===== config.mk =====
export PLATFORM = sky130hd
export DESIGN_NAME = mine_placer
export DESIGN_NICKNAME = d
export VERILOG_FILES = /design/src/rtl/mine_placer.sv
export SDC_FILE = /design/constraint.sdc
export NUM_CORES = 1
export LEC_CHECK = 0
export ABC_AREA = 1
export CORE_ASPECT_RATIO = 0.75
export CORE_UTILIZATION = 40
export DETAILED_ROUTE_END_ITERATION = 8
export PLACE_DENSITY = 0.73
export REMOVE_ABC_BUFFERS = 1
export SLEW_MARGIN = 20
export SYNTH_ARGS = -nofsm -noshare
export SYNTH_HDL_FRONTEND = slang
export SYNTH_SLANG_ARGS = --single-unit

===== constraint.sdc =====
create_clock -name clk -period 6.2 [get_ports clk]
set_clock_uncertainty 0.2 [all_clocks]
set_input_delay 1.24 -clock clk [delete_from_list [all_inputs] [get_ports clk]]
set_output_delay 1.24 -clock clk [all_outputs]
set_load 0.005 [all_outputs]

===== src/rtl/mine_placer.sv =====
// mine_placer: clears the board maps and places level-dependent mines from a seeded LFSR, sparing the first-click cell
module mine_placer #(
   parameter int MINES_EASY   = 10,
   parameter int MINES_MEDIUM = 20,
   parameter int MINES_HARD   = 40
)(
   input  logic        clk,
   input  logic        rst,
   input  logic        start,
   input  logic [1:0]  level,
   input  logic [15:0] seed,
   input  logic [4:0]  safe_x,
   input  logic [4:0]  safe_y,
   output logic        array_easy   [7:0][7:0],
   output logic        array_medium [9:0][9:0],
   output logic        array_hard   [15:0][15:0],
   output logic        busy,
   output logic        done
);
   typedef enum logic [1:0] {IDLE, CLEAR, PLACE, DONE} state_t;
   state_t      r_state, w_next;
   logic [1:0]  r_lvl;
   logic [4:0]  r_sx, r_sy;
   logic [15:0] r_lfsr;
   logic [5:0]  r_cnt;
   logic        w_hard, w_med, w_fb, w_hit, w_range, w_safe, w_accept, w_last, w_load;
   logic [3:0]  w_x, w_y;
   logic [5:0]  w_need;
   // candidate cell from the pre-shift LFSR value and its accept/reject decision
   always_comb begin
      w_hard   = r_lvl == 2'd3;
      w_med    = r_lvl == 2'd2;
      w_fb     = r_lfsr[15] ^ r_lfsr[13] ^ r_lfsr[12] ^ r_lfsr[10];
      w_x      = (w_hard || w_med) ? r_lfsr[3:0] : {1'b0, r_lfsr[2:0]};
      w_y      = (w_hard || w_med) ? r_lfsr[7:4] : {1'b0, r_lfsr[6:4]};
      w_range  = !w_med || (w_x < 4'd10 && w_y < 4'd10);
      w_hit    = w_hard ? array_hard[w_y][w_x] : w_med ? (w_range && array_medium[w_y][w_x]) : array_easy[w_y[2:0]][w_x[2:0]];
      w_safe   = {1'b0, w_x} == r_sx && {1'b0, w_y} == r_sy;
      w_need   = w_hard ? 6'(MINES_HARD) : w_med ? 6'(MINES_MEDIUM) : 6'(MINES_EASY);
      w_accept = r_state == PLACE && w_range && !w_hit && !w_safe;
      w_last   = w_accept && r_cnt + 6'd1 == w_need;
   end
   // state register
   always_ff @(posedge clk) begin
      if (rst) r_state <= IDLE;
      else r_state <= w_next;
   end
   // next-state and status outputs
   always_comb begin
      w_next = r_state;
      w_load = 1'b0;
      if ((r_state == IDLE || r_state == DONE) && start) begin
         w_next = CLEAR;
         w_load = 1'b1;
      end else if (r_state == CLEAR) w_next = PLACE;
      else if (w_last) w_next = DONE;
      busy = r_state == CLEAR || r_state == PLACE;
      done = r_state == DONE;
   end
   // request latch, LFSR stepping, board clearing and mine placement
   always_ff @(posedge clk) begin
      if (rst) begin
         r_lvl        <= 2'd0;
         r_sx         <= 5'd0;
         r_sy         <= 5'd0;
         r_lfsr       <= 16'hACE1;
         r_cnt        <= 6'd0;
         array_easy   <= '{default: '0};
         array_medium <= '{default: '0};
         array_hard   <= '{default: '0};
      end else begin
         if (w_load) begin
            r_lvl  <= level;
            r_sx   <= safe_x;
            r_sy   <= safe_y;
            r_lfsr <= seed == 16'd0 ? 16'hACE1 : seed;
         end
         if (r_state == CLEAR) begin
            r_cnt        <= 6'd0;
            array_easy   <= '{default: '0};
            array_medium <= '{default: '0};
            array_hard   <= '{default: '0};
         end
         if (r_state == PLACE) r_lfsr <= {r_lfsr[14:0], w_fb};
         if (w_accept) begin
            r_cnt <= r_cnt + 6'd1;
            if (w_hard) array_hard[w_y][w_x] <= 1'b1;
            else if (w_med) array_medium[w_y][w_x] <= 1'b1;
            else array_easy[w_y[2:0]][w_x[2:0]] <= 1'b1;
         end
      end
   end
endmodule


Word level (Yosys, flattened, before mapping)
Cells that the tools add are included.
- add/subtract/negate cells: 1
- $lt $le $gt $ge: 10
- equality and inequality tests: 8
- mux-type cells: 51
- bitwise gates (word level): 6
- reduce and logical (&&, ||, !) cells: 26
- operators by type and width (kind ; count):
    two-way mux 256 bit ; 4
    two-way mux 100 bit ; 5
    two-way mux 64 bit ; 5
    OR 256 bit ; 1
    OR 100 bit ; 1
    two-way mux 16 bit ; 5
    binary-select mux 16 bit (select 4 bit) ; 1
    demux 16 bit (select 4 bit) ; 1
    OR 64 bit ; 1
    binary-select mux 10 bit (select 4 bit) ; 1
    demux 10 bit (select 4 bit) ; 1
    binary-select mux 8 bit (select 3 bit) ; 1
    demux 8 bit (select 3 bit) ; 1
    two-way mux 10 bit ; 2
    two-way mux 6 bit ; 3
    zero test 16 bit ; 1
    two-way mux 8 bit ; 2
    logical AND 1 bit ; 12
    equality test 4 x 5 -> 1 bit ; 2
    less-than comparator 4 x 5 -> 1 bit (second input constant) ; 2
    two-way mux 1 bit ; 9
    binary-select mux 1 bit (select 4 bit) ; 2
    equality test 2 bit (second input constant) ; 4
    greater-or-equal comparator 4 x 1 -> 1 bit (second input constant) ; 2
    other kinds (19) ; 33
- register bits after elaboration: 456
- input bits: 31
- output and inout bits: 422
- logic and storage cells: 529

Longest topological paths before layout
Gate-level depths: netlist of the first run.
- depth after elaboration: 17
- mapped depth: 22
- gate-level depth less buffers: 19

Least setup slack after synthesis of the first run
No wires, ideal clock.
- path type: input to register
- from: input seed[6]
- to: register r_lfsr[0]
- library setup time: 0.079 ns
- arrival time: 2.650 ns
- data required time: 5.921 ns
- slack: 3.271 ns
- cell stages on the path: 5
- buffers on the path: 0
- cell sequence: or4_1 -> nor4_1 -> or2_2 -> o221ai_1 -> o211ai_1
- longest elaborated chain between the ends: 4
- RTL lines (what ; line ; RTL):
    start: declaration ; 11 ; input logic [15:0] seed,
    zero test 16 bit ; 76 ; r_lfsr <= seed == 16'd0 ? 16'hACE1 : seed;
    two-way mux 16 bit ; 76 ;
    two-way mux 16 bit ; 72 ; if (w_load) begin
    two-way mux 16 bit ; 84 ; if (r_state == PLACE) r_lfsr <= {r_lfsr[14:0], w_fb};
    end signal: assignment ; 76 ;
    end signal: assignment ; 84 ;
    end: declaration ; 24 ; logic [15:0] r_lfsr;
Every way passes these cells. The select of a mux whose other input is x is not followed.
A chain may end at the register's enable or synchronous reset.

Worst setup path in the final report of the first run
- from: register r_lfsr[4]
- to: register array_hard[72] (netlist name)
- longest elaborated chain between the ends: 12
- elaborated cells on any way between the ends: 34
- those cells by class: 3 x order compare; 1 x eq/ne; 19 x mux; 1 x bitwise; 10 x reduce/logical
- RTL lines (what ; line ; RTL):
    two-way mux 4 bit (*) ; 35 ; w_y = (w_hard || w_med) ? r_lfsr[7:4] : {1'b0, r_lfsr[6:4]};
    binary-select mux 10 bit (select 4 bit) ; 37 ; w_hit = w_hard ? array_hard[w_y][w_x] : w_med ? (w_range && array_medium[w_y][w_x]) : array_easy[w_y[2:0]][w_x ...
    two-way mux 10 bit (implied by the code) ; 37 ;
    binary-select mux 1 bit (select 4 bit) ; 37 ;
    two-way mux 1 bit (implied by the code) ; 37 ;
    logical AND 1 bit ; 37 ;
    two-way mux 1 bit (2 in a row) ; 37 ;
    zero test 1 bit ; 40 ; w_accept = r_state == PLACE && w_range && !w_hit && !w_safe;
    logical AND 1 bit (2 in a row) ; 40 ;
    two-way mux 256 bit (*) ; 85 ; if (w_accept) begin
    end signal: assignment ; 70 ; array_hard <= '{default: '0};
    end signal: assignment ; 82 ; array_hard <= '{default: '0};
    end signal: indexed assignment ; 87 ; if (w_hard) array_hard[w_y][w_x] <= 1'b1;
    end: declaration ; 16 ; output logic array_hard [15:0][15:0],
Every way passes the cells marked *; elsewhere a longest branch is shown, timed or not. The select of a mux whose other input is x is not followed.

==> flow_metrics.tcl, run 1 <==
set metrics [dict create \
    status "finished clean" \
    ir_drop_v 0.000245 \
    die_area_sq_um 54400 \
    place_congestion 0.915 \
    ant_nets 0 \
    seqPwrFrac_pct 36.7 \
    pwr-share-clk_pct 34.7 \
    holdBufCountCts 0 \
    dpl.cell_count 4236 \
    dieHeight_um 202 \
    via_per_inst 5.68 \
    ys_ff_latch 456 \
    worstSetupPathType "flop to flop" \
    arrival_ns 5.19 \
    dr.pass1.iters 6 \
    port-buffer-count 452 \
    cp-start-kind "flop" \
    dp_hpwl_mm 62.7 \
    period_share_pct 79.1 \
    rsz0062_at_grt "no" \
    period_needed_ns 4.90 \
    row_count 72 \
    final_layout_size_suffix_gt1_share_pct 4.54 \
    ys_types 37 \
    routed_wl_mm 93.7 \
    io_pins 453 \
    fmax_mhz 204 \
    hp-class "flop to flop" \
    hold_viol_final 0 \
    antenna_found_initial 0 \
    htreeDepth 2 \
    area_growth_pct 30.3 \
    finalSetupViolations 0 \
    vias 24500 \
    crit_required_ns 6.49 \
    power_leakage_uw 0.00977 \
    grt_use_total_pct 33.1 \
    die_w_um 269 \
    cts_root_buf "clkbuf_16" \
    instances_no_fill 4316 \
    cts_tree "done" \
    cts_buffers 45 \
    clock_path_buffers 3 \
    p_sw_uw 3380 \
    switching_share_pct 39.9 \
    clk_pin_slew_ns 0.06 \
    yosys_warnings 0 \
    ctsResizeCount 0 \
    initialDrtViolationCount 3663 \
    crit_path_max_incr_delay_ns 0.96 \
    final_nets 3617 \
    powerDensity_nw_per_um2 304 \
    tightest_slew_ns 1.15 \
    power_uw 8470 \
    crit_slowest_cell "nor2_2" \
    endpoint_kind "flop" \
    crit_top_cell "nand2_1" \
    syn_area_sq_um 21400 \
    drv_slew 0 \
    p_int_uw 5090 \
    maxCapViolations 0 \
    grt_pass1_vias 21800 \
    overflow 0 \
    start_util_pct 41.0 \
    comb_power_share_pct 28.6 \
    wl_per_cell_um 21.7 \
    grt_max_degree 225 \
    drc 0 \
    final_util_pct 53.4 \
    antenna_cells 0 \
    postCtsSetupBuffers 0 \
    crit_chain "nand2_2 > inv_2 > buf_4 > nand2_1 > nand3_1 > nand2_1 > nand2_1 > nor2_1 > nor2_1 > nor2_1 > nand2_1 > nand2_1 > nand2_1 > o21ai_1 > nand3_2 > nor2_2 > nand3_1 > a21oi_1" \
    relSlewSlack_pct 23.2 \
    ys_seq_area_share_pct 42.7 \
    clk-insertion-delay-late_ns 0.59 \
    synthCells 3278 \
    grt_pass1_wl_mm 138 \
    core_area_sq_um 52200 \
    syn_area_per_cell_sq_um 6.52 \
    path_max_fanout 45 \
    cts.sinks 456 \
]
state kept, by name (all words and copies together), names as in the netlist:
| register | flops |
|---|---|
| array_easy | 64 |
| array_hard | 256 |
| array_medium | 100 |
| r_cnt | 6 |
| r_lfsr | 16 |
| r_lvl | 2 |
| r_state | 2 |
| r_sx | 5 |
| r_sy | 5 |
metrics by stage:
stage          instance area [sq um]  setup WS, ns  hold slack [ns]  setup TNS, ns
5_1_grt                        27800         0.908            0.292              0
2_1_floorplan                  20300         -3.08            0.237       -1066.08
4_1_cts                        27800          1.25            0.277              0
6_report                       27800          1.30            0.278              0
3_3_place_gp                   26200          1.37            0.256              0
3_5_place_dp                   26300          1.30            0.265              0
worst paths after layout:
kind                           from                   endpoint  slack [ns]  depth (start not counted)
min           r_cnt[5]$_SDFFE_PP0P_      r_cnt[5]$_SDFFE_PP0P_        0.28                          2
max reg2reg  r_lfsr[4]$_SDFFE_PP0P_  array_hard[72]$_SDFF_PP0_        1.30                         18
min reg2reg   r_cnt[5]$_SDFFE_PP0P_      r_cnt[5]$_SDFFE_PP0P_        0.28                          2
max          r_lfsr[4]$_SDFFE_PP0P_  array_hard[72]$_SDFF_PP0_        1.30                         18
kinds of logic after synthesis:
family          after synthesis  synth area share (%)
compound gates              543                  13.3
xor+xnor                     10                 0.410
fa+ha+maj                     5                 0.293
buf+inv                     325                  6.15
flops                       456                  42.7
simple gates               1939                  37.1
per-layer routing:
layer,vias to the layer above,share of wire [%],global-route usage [%]
li1,11300,-,-
met1,11400,41,46.6
met2,1598,43,48.3
met3,202,13,9.08
met4,0,3.4,11.6
met5,-,0,0
critical path, delay by kind of cell (launching register included):
family | cells | cell delay, ns
flops | 1 | 0.48
buf+inv | 2 | 0.90
simple gates | 14 | 2.72
compound gates | 2 | 0.41
area by class of cell:
type                            count  area [sq um]
Tap cell                          703           880
Clock buffer                       68          1390
Clock inverter                     11           168
Inverter                           74           293
Sequential cell                   456          9130
Timing Repair Buffer              507          4990
Multi-Input combinational cell   2497         11000
Fill cell                        5117         24300
synthesized netlist by cell type:
library cell | count | area, sq um
nand2_1 | 1247 | 4680
dfxtp_1 | 456 | 9130
a21oi_1 | 453 | 2270
nand3_1 | 410 | 2050
nor2_1 | 226 | 848
clkbuf_1 | 149 | 559
inv_1 | 68 | 255
buf_2 | 67 | 335
o21ai_0 | 37 | 185
buf_1 | 32 | 120
a22oi_1 | 31 | 233
nand4_1 | 31 | 194
nor2_2 | 9 | 56.3
xor2_1 | 7 | 61.3
a31oi_1 | 5 | 31.3
ha_1 | 5 | 62.6
clkinv_1 | 4 | 15.0
nor3_1 | 4 | 20.0
nor4_1 | 4 | 25.0
o21ai_1 | 4 | 20.0
a211oi_1 | 3 | 22.5
buf_4 | 3 | 22.5
o211ai_1 | 3 | 22.5
or4_1 | 3 | 22.5
xnor2_1 | 3 | 26.3
inv_2 | 2 | 7.51
o2111ai_1 | 2 | 17.5
a21boi_1 | 1 | 7.51
a31o_2 | 1 | 8.76
nand2_2 | 1 | 6.26
nand3_2 | 1 | 10.0
nand3b_1 | 1 | 7.51
nor3b_1 | 1 | 7.51
o211a_1 | 1 | 10.0
o221ai_1 | 1 | 8.76
o22ai_1 | 1 | 6.26
or2_2 | 1 | 6.26
power by group through the flow:
stage          Clock, uW  Sequential (uW)  Combinational [uW]
3_3_place_gp           0             3170                2310
5_1_grt             3060             3110                2500
3_5_place_dp           0             3170                2300
4_1_cts             2950             3100                2310
2_1_floorplan          0             3180                1120
6_report            2940             3110                2420
placed cells by master, fill, tap and decap left out, types with 4 or more instances in the layout:
cell	instances
o21ai_0	37
buf_4	52
nor4_1	4
nand2_1	1247
a31oi_1	5
nand3_1	410
nor2_2	19
clkbuf_1	8
clkbuf_16	47
o21ai_1	4
a21oi_1	453
clkdlybuf4s50_1	451
nand4_1	31
nor3_1	4
dfxtp_1	454
clkbuf_8	13
nor2_4	5
inv_1	64
a22oi_1	31
ha_1	5
bufinv_16	4
nor2_1	211
xor2_1	7
inv_2	4
Note: power is estimated with default switching activity, not from simulation.
==> run 2: changes to the inputs <==
--- a/config.mk
+++ b/config.mk
@@ -9,7 +9,7 @@
 export CORE_ASPECT_RATIO = 0.75
 export CORE_UTILIZATION = 40
 export DETAILED_ROUTE_END_ITERATION = 8
-export PLACE_DENSITY = 0.73
+export PLACE_DENSITY = 0.76
 export REMOVE_ABC_BUFFERS = 1
 export SLEW_MARGIN = 20
 export SYNTH_ARGS = -nofsm -noshare
==> constraint.sdc (replaced) <==
create_clock -name clk -period 4.15 [get_ports clk]
set_clock_uncertainty 0.2 [all_clocks]
set_input_delay 0.83 -clock clk [delete_from_list [all_inputs] [get_ports clk]]
set_output_delay 0.83 -clock clk [all_outputs]
set_load 0.005 [all_outputs]
==> run 2 against run 1 <==
Global-route usage grew 0.40 points. Clock-buffer cell count decreased by 5. Cell count rose by 0.60%. Combinational power increased by 60%. Utilization rose by 0.41 points. Cell area increased by 0.76%. Register-to-register slack worse by 0.93 ns. Sequential share of layout area fell by 0.25 points.
==> flow_metrics.tcl, run 2 (synthesized netlist as in run 1, its figures left out) <==
set metrics [dict create \
    status "finished clean" \
    period_needed_ns 3.79 \
    vias 24800 \
    power_uw 12600 \
    hp-class "flop to flop" \
    final_nets 3646 \
    start_util_pct 41.0 \
    r2r_setup_slack_ns 0.36 \
    cp-start-kind "flop" \
    crit_required_ns 4.36 \
    critPathCapture "array_medium[29]$_SDFF_PP0_" \
    cts_buffers 46 \
    n_fill_cell 5100 \
    r2r_start "r_lfsr[4]$_SDFFE_PP0P_" \
    cts_root_buf "clkbuf_16" \
    drc 0 \
    via_per_inst 5.72 \
    clk-insertion-delay-late_ns 0.59 \
    dieHeight_um 202 \
    grt_max_degree 210 \
    crit_start "r_lfsr[4]$_SDFFE_PP0P_" \
    grt_pass1_wl_mm 139 \
    io_pins 453 \
    path_max_fanout 22 \
    clock_path_buffers 3 \
    antenna_found_initial 0 \
    core_area_sq_um 52200 \
    area_growth_pct 31.2 \
    largest_reg_flops 256 \
    hold_viol_final 0 \
    crit_chain "inv_4 > nor2_4 > nand2_1 > buf_4 > inv_1 > buf_4 > a21oi_1 > nand3_1 > nand2_1 > nand2_1 > o21ai_0 > nand3_1 > nand2_1 > nand3_2 > buf_4 > nor2_1 > buf_4 > nand3_1 > a21oi_1" \
    period_share_pct 91.3 \
    grt_use_total_pct 33.5 \
    ant_nets 0 \
    maxCapViolations 0 \
    die_area_sq_um 54400 \
    final_cell_mix "nand2_1, dfxtp_1, a21oi_1" \
    rr_endpoint "array_medium[29]$_SDFF_PP0_" \
    cts_tree "done" \
    layout_commonest_cell "nand2_1" \
    htreeDepth 2 \
    ir_drop_v 0.000354 \
    instances_no_fill 4342 \
    place_congestion 0.907 \
    largest-register "array_hard" \
    fmax_mhz 264 \
    whs_ns 0.279 \
    fin_ws_ns 0.361 \
    die_w_um 269 \
    overflow 0 \
    clk_pin_slew_ns 0.06 \
    cts.sinks 456 \
    endpoint_kind "flop" \
    reg2regPathDepth 19 \
    dr.pass1.iters 6 \
    multi_input_area_sq_um 11000 \
    port-buffer-count 452 \
    reg_top3 "array_hard x256, array_medium x100, array_easy x64" \
    antenna_cells 0 \
    crit_slowest_cell "dfxtp_4" \
    grt_pass1_vias 22100 \
    finalSetupViolations 0 \
    arrival_ns 4.00 \
    tightest_slew_ns 1.16 \
    dpl.cell_count 4264 \
    final_layout_size_suffix_gt1_share_pct 5.03 \
    drv_slew 0 \
    rsz0062_at_grt "no" \
    row_count 72 \
    worstSetupPathType "flop to flop" \
    powerDensity_nw_per_um2 449 \
    routed_wl_mm 94.4 \
    crit_path_max_incr_delay_ns 0.49 \
    initialDrtViolationCount 3639 \
    relSlewSlack_pct 22.8 \
    power_leakage_uw 0.00990 \
    wl_per_cell_um 21.7 \
    pre_cts_slack_ns 0.314 \
    dp_hpwl_mm 64.3 \
    register_area_sq_um 9130 \
]
==> run 2: changes by cell type in the layout (fill, tap and decap cells not counted), moves of 2 or more <==
cell	delta
buf_4	+16
buf_12	+13
clkbuf_8	-8
clkinv_2	+6
nor2_1	+4
nor2_2	-4
clkbuf_1	+3
bufinv_16	-2
==> run 2: timing repair <==
item,in CTS,in global routing
buffers inserted,0,1
gates resized for setup,0,4
hold buffers,0,0
endpoints found under the setup margin,0,13
==> run 2: where the power goes <==
group          internal [uW]  total [uW]  switching [uW]
Sequential              4480        4590             117
Combinational            741        3880            3140
Clock                   2280        4110            1830
Total                   7500       12600            5080
==> run 2: worst max-delay path, delay by kind of cell, from the launching register on <==
| kind | cells | cell delay, ns |
|---|---|---|
| and+or+nand+nor | 10 | 1.50 |
| buffers and inverters | 6 | 1.13 |
| DFF | 1 | 0.49 |
| AOI/OAI and AO/OA | 3 | 0.29 |
==> run 2: layout make-up <==
cell class                 instances  share of cell area, %
multi-input combinational       2497                   39.1
sequential                       456                   32.6
timing repair buffer             535                   19.0
clock buffer                      63                   4.59
tap                              703                   3.14
inverter                          74                   1.06
clock inverter                    14                  0.464
==> run 2: worst min-delay path by stage <==
stage,from,to,slack (ns),cells after the start
after floorplan,r_lfsr[11]$_SDFFE_PP1P_,r_lfsr[11]$_SDFFE_PP1P_,0.24,2
after global placement,r_sy[0]$_SDFFE_PP0P_,r_sy[0]$_SDFFE_PP0P_,0.26,2
after detailed placement,array_medium[20]$_SDFF_PP0_,array_medium[20]$_SDFF_PP0_,0.27,2
after CTS,array_medium[20]$_SDFF_PP0_,array_medium[20]$_SDFF_PP0_,0.28,2
after global routing,r_sy[0]$_SDFFE_PP0P_,r_sy[0]$_SDFFE_PP0P_,0.30,2
final,array_medium[20]$_SDFF_PP0_,array_medium[20]$_SDFF_PP0_,0.28,2
==> run 2: routing by layer <==
| metal | global-route usage [%] | wire length [um] |
|---|---|---|
| met5 | 0 | 0 |
| met4 | 9.60 | 2740 |
| met1 | 47.7 | 38500 |
| met3 | 7.94 | 12200 |
| met2 | 50.2 | 41000 |
==> run 2: stage by stage <==
stage	setup TNS [ns]	util [%]	area, sq um
floorplan	-1943.92	-	20300
CTS	0	53.7	28000
detailed placement	0	51.0	26600
global route	0	53.8	28000
finish	0	53.8	28000
global placement	0	51.0	26600
